--- config.mk ---
export PLATFORM = sky130hd
export DESIGN_NAME = seq_divider
export DESIGN_NICKNAME = d
export VERILOG_FILES = /design/src/rtl/div_pkg.sv /design/src/rtl/div_step.sv /design/src/rtl/seq_divider.sv
export SDC_FILE = /design/constraint.sdc
export NUM_CORES = 1
export LEC_CHECK = 0
export ABC_CLOCK_PERIOD_IN_PS = 9700
export BUFFER_PORTS_ARGS = -buffer_cell sky130_fd_sc_hd__buf_2
export CAP_MARGIN = 20
export CORE_MARGIN = 1
export CORE_UTILIZATION = 25
export DETAILED_ROUTE_END_ITERATION = 16
export GPL_TIMING_DRIVEN = 0
export PLACE_DENSITY_LB_ADDON = 0.15
export SYNTH_ARGS = -nofsm -noshare
export SYNTH_HDL_FRONTEND = slang
export SYNTH_HIERARCHICAL = 1
export SYNTH_SLANG_ARGS = --single-unit
--- constraint.sdc ---
create_clock -name clk -period 9.7 [get_ports clk]
set_clock_uncertainty 0.05 [all_clocks]
set_input_delay 0.485 -clock clk [delete_from_list [all_inputs] [get_ports clk]]
set_output_delay 0.485 -clock clk [all_outputs]
set_load 0.02 [all_outputs]
--- src/rtl/div_pkg.sv ---
// Shared types and helpers for the sequential restoring divider.
package div_pkg;

  typedef enum logic [2:0] {
    IDLE  = 3'd0,
    LOAD  = 3'd1,
    ITER  = 3'd2,
    FIXUP = 3'd3,
    DONE  = 3'd4
  } div_state_e;

  // Bit replicated across the quotient when the divisor is zero.
  localparam logic DIV0_QUO_FILL = 1'b1;

  function automatic int unsigned clog2(input int unsigned v);
    int unsigned r;
    r = 0;
    for (int unsigned i = 0; i < 32; i++) begin
      if ((32'd1 << i) < v) r = i + 1;
    end
    return r;
  endfunction

endpackage

--- src/rtl/div_step.sv ---
// One restoring-division step: shift {rem, quo} left, trial-subtract, restore on borrow.
module div_step #(
  parameter int unsigned WIDTH = 32
) (
  input  logic [WIDTH-1:0] rem_i,
  input  logic [WIDTH-1:0] quo_i,
  input  logic [WIDTH-1:0] divisor_i,
  output logic [WIDTH-1:0] rem_o,
  output logic [WIDTH-1:0] quo_o,
  output logic             qbit_o
);

  logic [WIDTH:0] shifted;
  logic [WIDTH:0] diff;

  always_comb begin
    shifted = {rem_i, quo_i[WIDTH-1]};
    diff    = shifted - {1'b0, divisor_i};
    qbit_o  = ~diff[WIDTH];
    // A non-borrowing difference is always below the divisor, so WIDTH bits suffice.
    rem_o   = qbit_o ? diff[WIDTH-1:0] : shifted[WIDTH-1:0];
    quo_o   = {quo_i[WIDTH-2:0], qbit_o};
  end

endmodule

--- src/rtl/seq_divider.sv ---
// Multi-cycle signed/unsigned restoring divider with divide-by-zero and overflow flags.
import div_pkg::*;

module seq_divider #(
  parameter int unsigned WIDTH = 32
) (
  input  logic             clk,
  input  logic             rst,
  input  logic             start,
  input  logic             signed_mode,
  input  logic [WIDTH-1:0] dividend,
  input  logic [WIDTH-1:0] divisor,
  output logic             busy,
  output logic             done,
  output logic [WIDTH-1:0] quotient,
  output logic [WIDTH-1:0] remainder,
  output logic             div_zero,
  output logic             ovf
);

  localparam int unsigned     CW      = clog2(WIDTH);
  localparam logic [CW-1:0]   LAST    = CW'(WIDTH - 1);
  localparam logic [WIDTH-1:0] MIN_VAL = {1'b1, {(WIDTH-1){1'b0}}};

  div_state_e       state_q, state_d;
  logic [WIDTH-1:0] a_q, a_d;
  logic [WIDTH-1:0] b_q, b_d;
  logic             sgn_q, sgn_d;
  logic [WIDTH-1:0] rem_q, rem_d;
  logic [WIDTH-1:0] quo_q, quo_d;
  logic [WIDTH-1:0] babs_q, babs_d;
  logic             qneg_q, qneg_d;
  logic             rneg_q, rneg_d;
  logic [CW-1:0]    cnt_q, cnt_d;
  logic [WIDTH-1:0] quotient_q, quotient_d;
  logic [WIDTH-1:0] remainder_q, remainder_d;
  logic             div_zero_q, div_zero_d;
  logic             ovf_q, ovf_d;

  logic [WIDTH-1:0] step_rem;
  logic [WIDTH-1:0] step_quo;
  logic             step_qbit;

  div_step #(.WIDTH(WIDTH)) u_step (
    .rem_i     (rem_q),
    .quo_i     (quo_q),
    .divisor_i (babs_q),
    .rem_o     (step_rem),
    .quo_o     (step_quo),
    .qbit_o    (step_qbit)
  );

  always_ff @(posedge clk or posedge rst) begin
    if (rst) begin
      state_q     <= IDLE;
      a_q         <= '0;
      b_q         <= '0;
      sgn_q       <= 1'b0;
      rem_q       <= '0;
      quo_q       <= '0;
      babs_q      <= '0;
      qneg_q      <= 1'b0;
      rneg_q      <= 1'b0;
      cnt_q       <= '0;
      quotient_q  <= '0;
      remainder_q <= '0;
      div_zero_q  <= 1'b0;
      ovf_q       <= 1'b0;
    end else begin
      state_q     <= state_d;
      a_q         <= a_d;
      b_q         <= b_d;
      sgn_q       <= sgn_d;
      rem_q       <= rem_d;
      quo_q       <= quo_d;
      babs_q      <= babs_d;
      qneg_q      <= qneg_d;
      rneg_q      <= rneg_d;
      cnt_q       <= cnt_d;
      quotient_q  <= quotient_d;
      remainder_q <= remainder_d;
      div_zero_q  <= div_zero_d;
      ovf_q       <= ovf_d;
    end
  end

  always_comb begin
    state_d     = state_q;
    a_d         = a_q;
    b_d         = b_q;
    sgn_d       = sgn_q;
    rem_d       = rem_q;
    quo_d       = quo_q;
    babs_d      = babs_q;
    qneg_d      = qneg_q;
    rneg_d      = rneg_q;
    cnt_d       = cnt_q;
    quotient_d  = quotient_q;
    remainder_d = remainder_q;
    div_zero_d  = div_zero_q;
    ovf_d       = ovf_q;

    unique case (state_q)
      IDLE: begin
        if (start) begin
          a_d     = dividend;
          b_d     = divisor;
          sgn_d   = signed_mode;
          state_d = LOAD;
        end
      end
      LOAD: begin
        // Magnitudes are plain unsigned negations, so |MIN| lands on 2^(WIDTH-1).
        rem_d   = '0;
        quo_d   = (sgn_q && a_q[WIDTH-1]) ? -a_q : a_q;
        babs_d  = (sgn_q && b_q[WIDTH-1]) ? -b_q : b_q;
        qneg_d  = sgn_q & (a_q[WIDTH-1] ^ b_q[WIDTH-1]);
        rneg_d  = sgn_q & a_q[WIDTH-1];
        cnt_d   = '0;
        state_d = (b_q == '0) ? FIXUP : ITER;
      end
      ITER: begin
        rem_d = step_rem;
        quo_d = step_quo;
        cnt_d = cnt_q + CW'(1);
        if (cnt_q == LAST) state_d = FIXUP;
      end
      FIXUP: begin
        if (b_q == '0) begin
          quotient_d  = {WIDTH{DIV0_QUO_FILL}};
          remainder_d = a_q;
          div_zero_d  = 1'b1;
          ovf_d       = 1'b0;
        end else if (sgn_q && (a_q == MIN_VAL) && (b_q == '1)) begin
          quotient_d  = MIN_VAL;
          remainder_d = '0;
          div_zero_d  = 1'b0;
          ovf_d       = 1'b1;
        end else begin
          quotient_d  = qneg_q ? -quo_q : quo_q;
          remainder_d = rneg_q ? -rem_q : rem_q;
          div_zero_d  = 1'b0;
          ovf_d       = 1'b0;
        end
        state_d = DONE;
      end
      DONE: begin
        state_d = IDLE;
      end
      default: begin
        state_d = IDLE;
      end
    endcase
  end

  assign busy      = (state_q != IDLE);
  assign done      = (state_q == DONE);
  assign quotient  = quotient_q;
  assign remainder = remainder_q;
  assign div_zero  = div_zero_q;
  assign ovf       = ovf_q;

endmodule

* Yosys cells after proc, flatten, opt, wreduce, memory -nomap -nowiden
Index checks and enable logic that the tools add are counted.
Cells by class: reductions and logical operators 10, equality and inequality tests 9, muxes and demuxes 19, $add $sub $neg 6, bitwise logic cells 4
Operators by type and width (number):
- $mux W32 | 9
- $neg A32 Y32 | 4
- $pmux W32 S2 | 2
- $eq A32 B32 Y1 const B | 2
- $sub A33 B32 Y33 | 1
- $logic_not A32 Y1 | 1
- $pmux W3 S4 | 1
- $pmux W5 S2 | 1
- $eq A3 B2 Y1 const B | 2
- $mux W3 | 2
- $add A5 B1 Y5 const B | 1
- $eq A5 B5 Y1 const B | 1
- $logic_and A1 B1 Y1 | 4
- $mux W1 | 4
- $ne A2 B2 Y1 const B | 2
- $reduce_and A2 Y1 | 2
- $eq A3 B1 Y1 const B | 1
- $eq A3 B3 Y1 const B | 1
- $logic_not A3 Y1 | 1
- $reduce_bool A3 Y1 | 1
- $and A1 B1 Y1 | 2
- $reduce_bool A2 Y1 | 1
- $not A1 Y1 | 1
- $xor A1 B1 Y1 | 1
Storage, ports and cells: register bits 237, output and inout bits 68

* Longest topological paths before layout
Gate-level depths: netlist of run 1.
depth after elaboration 5, mapped depth 16, mapped depth without buffers 14

* Hierarchy
The synthesis of run 1 kept the hierarchy.
By module, submodules not included:
- seq_divider | area each 11933.9 um^2, times used 1, sequential area each 5930.7 um^2, cells an instance 1188
- div_step | area each 2496.1 um^2, times used 1, sequential area each 0.0 um^2, cells an instance 343

* Least setup slack after synthesis of run 1
Ideal clock, no wire load.
path kind register to register, start register quo_q[31], end register rem_q[13], path buffers 1, clock period less this slack 3.292 ns, arrival time 3.121 ns, slack 6.408 ns, setup time 0.121 ns, cell stages (with the launch flop) 16, cells stage by stage dfrtp_1 -> inv_1 -> ha_1 -> fa_1 -> and2b_1 -> o2111ai_1 -> a21oi_2 -> o2111ai_1 -> a211oi_2 -> nor2_2 -> mux2i_1 -> and2_4 -> inv_2 -> buf_6 -> mux2_4 -> a22o_1
Between the ends: cells in the longest elaborated chain, start to end 3
RTL lines:
- start: declaration | RTL line seq_divider.sv:30 | logic [WIDTH-1:0] quo_q, quo_d;
- start signal: assignment | RTL line seq_divider.sv:75 | quo_q <= quo_d;
- $sub A33 B32 Y33 | RTL line div_step.sv:18 | diff = shifted - {1'b0, divisor_i};
- $mux W32 | RTL line div_step.sv:21 | rem_o = qbit_o ? diff[WIDTH-1:0] : shifted[WIDTH-1:0];
- via step_rem[13] | RTL line seq_divider.sv:40 | logic [WIDTH-1:0] step_rem;
- $pmux W32 S2 | RTL line seq_divider.sv:103 | unique case (state_q)
- end signal: assignment | RTL line seq_divider.sv:74 | rem_q <= rem_d;
- end: declaration | RTL line seq_divider.sv:29 | logic [WIDTH-1:0] rem_q, rem_d;
The timed path passes the listed nets, and every way through them passes these cells. A chain may end at the register's enable or synchronous reset.

* Final worst setup path of run 1
start register quo_q[31], end register rem_q[20]
The elaborated chain is that of the path after synthesis.

==> metrics.md, run 1 <==
| Metric | Value |
|---|---|
| Status | complete, no violations |
| Flop pwr share | 28.7% |
| Fin crit share | 41.3% |
| Pint | 3.97 mW |
| Delay-heaviest family, CP | compound AO/OA/AOI/OAI gates |
| Flop-to-flop setup slack | 5.69 ns |
| Combinational share of power | 53.3% |
| Met1 wire length | 22,500 um |
| Req. time, crit path | 10.11 ns |
| Total core area | 56,700 um^2 |
| Critical Path AT | 4.42 ns |
| CTS clk-pin slew, worst paths | 0.06 ns |
| Clock power share | 18.0% |
| Gr usage total | 16.5% |
| Most used cell, CP | o2111ai_1 |
| DR WL met3 | 2000 um |
| Crit-path cells | inv_1 > ha_1 > fa_1 > and2b_1 > o2111ai_1 > a21oi_2 > o2111ai_1 > a211oi_2 > nor2_2 > mux2i_1 > and2_4 > inv_2 > buf_6 > mux2_4 > a22o_1 |
| Register area | 5930 um^2 |
| Final setup viols | 0 |
| Netlist Area Pre-Place | 14,400 um^2 |
| Placed inst area | 16,100 um^2 |
| Post-route ant nets | 0 |
| GRT overflow | 0 |
| P&R area growth vs syn | 19.7% |
| Die area | 58,700 um^2 |
| Worst-Margin Slew | 0.921 ns |
| Slew margin rel. | 38.1% |
| Post-synth EDFFs | 0 |
| FF+latch count, synth | 237 |
| H-tree levels | 1 |
| Met2 wire len | 23,700 um |
| Unique masters post-synth | 85 |
| Initial antenna violation count | 0 |
| Min-delay worst type | input pin to flop |
| Multi-input gate area | 7670 um^2 |
| Die W | 242 um |
| Worst Path Buf+Inv | 3 |
| First-pass GRT wire length | 75,000 um |
| FF-to-FF path depth | 15 |
| LEAKAGE | 7.42 nW |
| Clock Latency Late Sink | 0.60 ns |
| DP HPWL | 38,600 um |
| Rows | 87 |
| Root Buffer Master | clkbuf_16 |
| Crit-path max FO | 10 |
| Initial Util | 25.4% |
| Min Tclk post-route | 4.01 ns |
| DR vias | 12,200 |
| Antenna Cells | 0 |
| Wirelength per Cell | 19.9 um |
| Max_cap viols | 0 |
| First-pass iteration count of the detailed router | 5 |
| Top Ports | 136 |
| Layout cells sized above 1 | 19.6% |
| CP endpoint kind | flop |
| Die Y-Extent | 242 um |
| Fill cells | 6,040 |
| TNS Setup | 0 ns |
| CP Depth | 15 |
| CTS tree | built |
| Number of port buffers | 135 |
| Setup crit start kind | flop |
| Final Max Slew Viols | 0 |
| Register area share after synthesis | 41.1% |
| Asr flop ratio synth | 100% |
| Drc violations | 0 |
| Hold wc startpoint | dividend[1] |
| Primary FF master, synth | dfrtp_1 |
| Critical path's slowest cell | dfrtp_1 |
| Mapped Cells | 1,531 |
| Routability congestion estimate | 0.878 |
| Pin count of the biggest net entering global routing | 92 |
| DR iter-0 viols | 725 |
| Vias per cell | 4.91 |
| CTS max path bufs | 3 |
| Unrepaired setup endpoints after global routing | no |
| CP max stage delay | 0.49 ns |
| PwrDens | 420 nW/um^2 |
| DR top layer | met4 |
| Switching share of power | 45.2% |
| Reg2reg end | rem_q[20] |
| Clk sinks | 237 |
| Final instance area | 17,300 um^2 |
| Warnings from Yosys | 6 |
| CTS buffer count | 30 |
| Avg Inst Size Synth | 9.43 um^2 |
| CP Launch Point | quo_q[31] |
| Core Util, Final | 30.5% |
| Setup crit end | rem_q[20] |
| Routed WL | 49,300 um |
| Total Nets Final | 1,810 |
| Vias in the first global route | 12,100 |
| Critical path class | flop to flop |
| Reg-to-reg startpoint | quo_q[31] |
| Worst vdd ir | 0.183 mV |
| Final hold viol count | 0 |
| Total nets after synthesis | 1,639 |
| Net switching power | 3.28 mW |
| FMAX | 250 MHz |
-- final cells by class --
| type | instances | area share (%) |
|---|---|---|
| Multi-Input combinational cell | 1115 | 44.4 |
| Sequential cell | 237 | 34.3 |
| Tap cell | 756 | 5.48 |
| Clock buffer | 36 | 4.65 |
| Timing Repair Buffer | 139 | 4.35 |
| Buffer | 122 | 3.54 |
| Clock inverter | 17 | 1.95 |
| Inverter | 57 | 1.28 |
-- what timing repair did --
action,4_1_cts,5_1_grt
hold endpoints to repair,68,0
hold buffers,1,0
resized for setup,0,0
setup buffers,0,0
-- worst min-delay path by stage --
stage / endpoint / cells past startpoint
3_5_place_dp: babs_q[19] / 2
3_3_place_gp: div_zero / 2
4_1_cts: a_q[17] / 2
6_report: a_q[1] / 3
2_1_floorplan: babs_q[31] / 2
5_1_grt: a_q[9] / 2
-- synth_stat cells (19+ instances only) --
master    count  area [um^2]
nand3_1      50          250
a21oi_1      92          460
mux2_4       19          285
o21ai_0     133          666
o41ai_1      22          193
buf_4        35          263
xnor2_1      74          648
nor2_1       75          282
xor2_1       68          596
a22o_1       32          280
a21o_1       19          143
clkbuf_1     77          289
mux2_2       59          664
nand2_1     128          480
ha_1         39          488
nor3_1       29          145
inv_1        54          203
dfrtp_1     237         5930
o31ai_1      26          195
nand4_1      21          131
a22oi_1      45          338
-- through the flow --
step | total power [mW] | setup WS (ns) | std cells | hold WS, ns
final | 7.25 | 5.69 | 2479 | 0.0656
after global routing | 7.79 | 5.42 | 2479 | 0.0471
after CTS | 7.33 | 5.64 | 2479 | 0.0346
after detailed placement | 5.99 | 5.69 | 2425 | 0.421
after global placement | 5.95 | -0.755 | 2422 | 0.407
after floorplan | 4.78 | 2.66 | 1531 | 0.389
-- cell families after synthesis --
logic type | Yosys count | synth area share, %
compound gates | 437 | 19.4
simple gates | 413 | 14.7
flops | 237 | 41.1
buf+inv | 179 | 5.72
xor+xnor | 142 | 8.62
mux | 83 | 6.95
fa+ha+maj | 40 | 3.52
-- layer usage --
metal	track usage [%]	vias to the layer above
li1	-	5879
met1	21.7	5926
met2	28.2	293
met3	2.28	63
met4	4.00	0
met5	0	-
-- sequential cells by signal, indices dropped and copies added, names as in the netlist --
| name | cells |
|---|---|
| ovf | 1 |
| div_zero | 1 |
| rem_q | 32 |
| a_q | 32 |
| quotient | 32 |
| rneg_q | 1 |
| b_q | 32 |
| qneg_q | 1 |
| state_q | 3 |
| quo_q | 32 |
| cnt_q | 5 |
| sgn_q | 1 |
| babs_q | 32 |
| remainder | 32 |
-- cell usage in the layout, fill, tap and decap left out, types with 12 or more instances in the layout --
cell         n
inv_1       53
a21o_1      19
o21ai_0    133
nor2_1      75
dfrtp_1    237
nor3_1      29
ha_1        39
mux2_4      19
or4_1       12
nand3b_1    13
nor4_1      14
a31oi_1     12
xor2_1      68
nand2_1    128
clkbuf_16   30
nand3_1     50
o21ai_1     13
or3_1       14
o31ai_1     26
a22o_1      32
a21oi_1     92
buf_4       35
mux2_2      59
nand4_1     21
buf_2      141
o41ai_1     22
clkbuf_1    80
xnor2_1     74
a22oi_1     45
-- power groups by stage --
stage,Combinational [mW],Sequential (mW),Clock (mW)
after floorplan,2.80,1.98,0
after global placement,3.86,2.09,0
after detailed placement,3.89,2.10,0
after CTS,3.90,2.09,1.34
after global routing,4.27,2.16,1.37
final,3.87,2.08,1.30
-- tightest hold or removal path, stage by stage --
cell and delay (ns):
buf_2 0.09, nand2_1 0.04, o21ai_0 0.06
(Power assumes the default switching activity.)
==> run 2: changes to the inputs <==
--- a/config.mk
+++ b/config.mk
@@ -5,7 +5,7 @@
 export SDC_FILE = /design/constraint.sdc
 export NUM_CORES = 1
 export LEC_CHECK = 0
-export ABC_CLOCK_PERIOD_IN_PS = 9700
+export ABC_CLOCK_PERIOD_IN_PS = 4019
 export BUFFER_PORTS_ARGS = -buffer_cell sky130_fd_sc_hd__buf_2
 export CAP_MARGIN = 20
 export CORE_MARGIN = 1
==> constraint.sdc (replaced) <==
create_clock -name clk -period 4.02 [get_ports clk]
set_clock_uncertainty 0.05 [all_clocks]
set_input_delay 0.201 -clock clk [delete_from_list [all_inputs] [get_ports clk]]
set_output_delay 0.201 -clock clk [all_outputs]
set_load 0.02 [all_outputs]
==> metrics.md, run 2 (synthesis results as in run 1) <==
| Metric | Value |
|---|---|
| Most common cell after layout, fill and taps aside | dfrtp_1 |
| Die area | 58,700 um^2 (unchanged) |
| Clk sinks | 237 (unchanged) |
| CTS tree | built |
| P&R area growth vs syn | 23.5% |
| DR vias | 12,400 (+2.3%) |
| DP HPWL | 39,100 um (+1.5%) |
| Setup crit start kind | flop |
| DP Cell Count | 2,429 (+0.16%) |
| CP endpoint kind | flop |
| PwrDens | 963 nW/um^2 (+130%) |
| TNS Setup | 0 ns (unchanged) |
| Wirelength per Cell | 19.6 um (-1.3%) |
| Critical Path AT | 4.19 ns (-0.23 ns) |
| Die Y-Extent | 242 um (unchanged) |
| Final hold viol count | 0 (unchanged) |
| Req. time, crit path | 4.44 ns (-5.67 ns) |
| First-pass iteration count of the detailed router | 5 (unchanged) |
| First-pass GRT wire length | 77,000 um (+2.7%) |
| Max_cap viols | 0 (unchanged) |
| Fin crit share | 93.8% (+52 points) |
| Layout cells sized above 1 | 18.8% (-0.80 points) |
| Min-delay worst type | input pin to asynchronous set/reset pin |
| Total core area | 56,700 um^2 (unchanged) |
| CTS max path bufs | 3 (unchanged) |
| CTS buffer count | 30 (unchanged) |
| Slew margin rel. | 32.0% (-6.2 points) |
| Post-route ant nets | 0 (unchanged) |
| Worst vdd ir | 0.381 mV (+110%) |
| Gr usage total | 16.9% (+0.44 points) |
| Total Nets Final | 1,881 (+3.9%) |
| GRT overflow | 0 (unchanged) |
| Commonest non-fill, non-tap cells in the layout | dfrtp_1 (236), buf_2 (141), o21ai_0 (133) |
| Root Buffer Master | clkbuf_16 |
| FF-to-FF path depth | 13 (-2) |
| Flop-to-flop setup slack | 0.25 ns (-5.44 ns) |
| Pin count of the biggest net entering global routing | 41 (-55%) |
| Drc violations | 0 (unchanged) |
| Clock Latency Late Sink | 0.61 ns (about the same) |
| DR iter-0 viols | 749 (+3.3%) |
| Routed WL | 50,000 um (+1.4%) |
| Crit-path max FO | 10 (unchanged) |
| Routability congestion estimate | 0.858 (-2.2%) |
| Core Util, Final | 31.4% (+0.97 points) |
| Min Tclk post-route | 3.77 ns (-0.236 ns) |
| LEAKAGE | 7.62 nW (+2.8%) |
| Die W | 242 um (unchanged) |
| Unrepaired setup endpoints after global routing | no |
| Setup crit end | rem_q[19] |
| CTS clk-pin slew, worst paths | 0.06 ns (about the same) |
| H-tree levels | 1 (unchanged) |
| Initial antenna violation count | 0 (unchanged) |
| Pre-CTS setup slack | 0.0608 ns (-5.63 ns) |
| Final setup viols | 0 (unchanged) |
| Rows | 87 (unchanged) |
| Status | complete, no violations |
| Final Max Slew Viols | 0 (unchanged) |
| Register area | 5930 um^2 (about the same) |
| Vias in the first global route | 12,500 (+3.5%) |
| Reg2reg end | rem_q[19] |
| Vias per cell | 4.88 (-0.52%) |
| CP Launch Point | rem_q[13] |
| Critical path class | flop to flop |
| Initial Util | 25.4% (unchanged) |
| Worst-Margin Slew | 1.02 ns (+0.0956 ns) |
| Crit path setup slack, layout | 0.249 ns (-5.44 ns) |
| Fin cells | 2,548 (+2.8%) |
| FMAX | 265 MHz (+6.3%) |
| Fill cells | 6,081 (+0.68%) |
| Multi-input gate area | 7680 um^2 (+0.13%) |
| Reg-to-reg startpoint | rem_q[13] |
| Top Ports | 136 (unchanged) |
| Number of port buffers | 135 (unchanged) |
[run 2: cell count changes in the layout (fill, tap and decap cells not counted), sizes merged]
cell	before	now
clkinv	10	6
clkinvlp	0	1
diode	0	1
buf	183	188
bufinv	9	2
dlygate4sd3	1	67
clkbuf	113	120
[run 2: where the power goes]
part	switching [mW]	total (mW)	internal [mW]	leakage [nW]
registers	1.52	5.02	3.50	2.92
clock network	1.11	2.67	1.55	0.459
logic	5.31	9.48	4.16	4.24
[run 2: how the worst min path moves through the flow]
stage,slack (ns),startpoint,endpoint
floorplan,0.27,dividend[0],a_q[0]
global placement,0.38,dividend[1],a_q[1]
detailed placement,0.24,rst,a_q[19]
CTS,0.13,rst,a_q[19]
global route,0.16,rst,a_q[19]
finish,0.14,rst,a_q[19]
[run 2: per-stage QoR]
stage | instance area (um^2) | hold slack [ns] | total power, mW
2_1_floorplan | 14400 | 0.268 | 11.5
3_3_place_gp | 16100 | 0.378 | 14.4
3_5_place_dp | 16200 | 0.238 | 14.5
4_1_cts | 17800 | 0.127 | 17.3
5_1_grt | 17800 | 0.156 | 18.5
6_report | 17800 | 0.143 | 17.2
[run 2: worst max-delay path, stage by stage, from the launching register on]
cell,delay [ns]
dfrtp_1,0.49
ha_1,0.44
and4_1,0.26
and3_1,0.21
a221o_1,0.29
a21oi_1,0.22
a211oi_2,0.11
nor2_2,0.26
mux2i_2,0.31
and2_4,0.23
inv_2,0.08
buf_6,0.17
mux2_4,0.30
a22o_1,0.20
[run 2: cell type report]
class,count,area share (%)
Multi-Input combinational cell,1115,43.1
Timing Repair Buffer,210,8.33
Buffer,122,3.44
Inverter,57,1.22
Sequential cell,237,33.3
Clock inverter,7,0.660
Clock buffer,43,4.65
Tap cell,756,5.31
Antenna cell,1,0.0140
[run 2: layer usage]
| layer | routed length, um | vias to the layer above | track usage [%] |
|---|---|---|---|
| li1 | - | 6007 | - |
| met1 | 22200 | 6042 | 22.3 |
| met4 | 1250 | 0 | 4.41 |
| met5 | 0 | - | 0 |
| met3 | 2300 | 63 | 1.94 |
| met2 | 24200 | 323 | 29.2 |
[run 2: what timing repair did]
action / 4_1_cts / 5_1_grt
hold buffers: 67 / 0
gates resized for setup: 0 / 5
setup buffers: 0 / 1
hold endpoints to repair: 114 / 0
setup endpoints to repair: 0 / 31
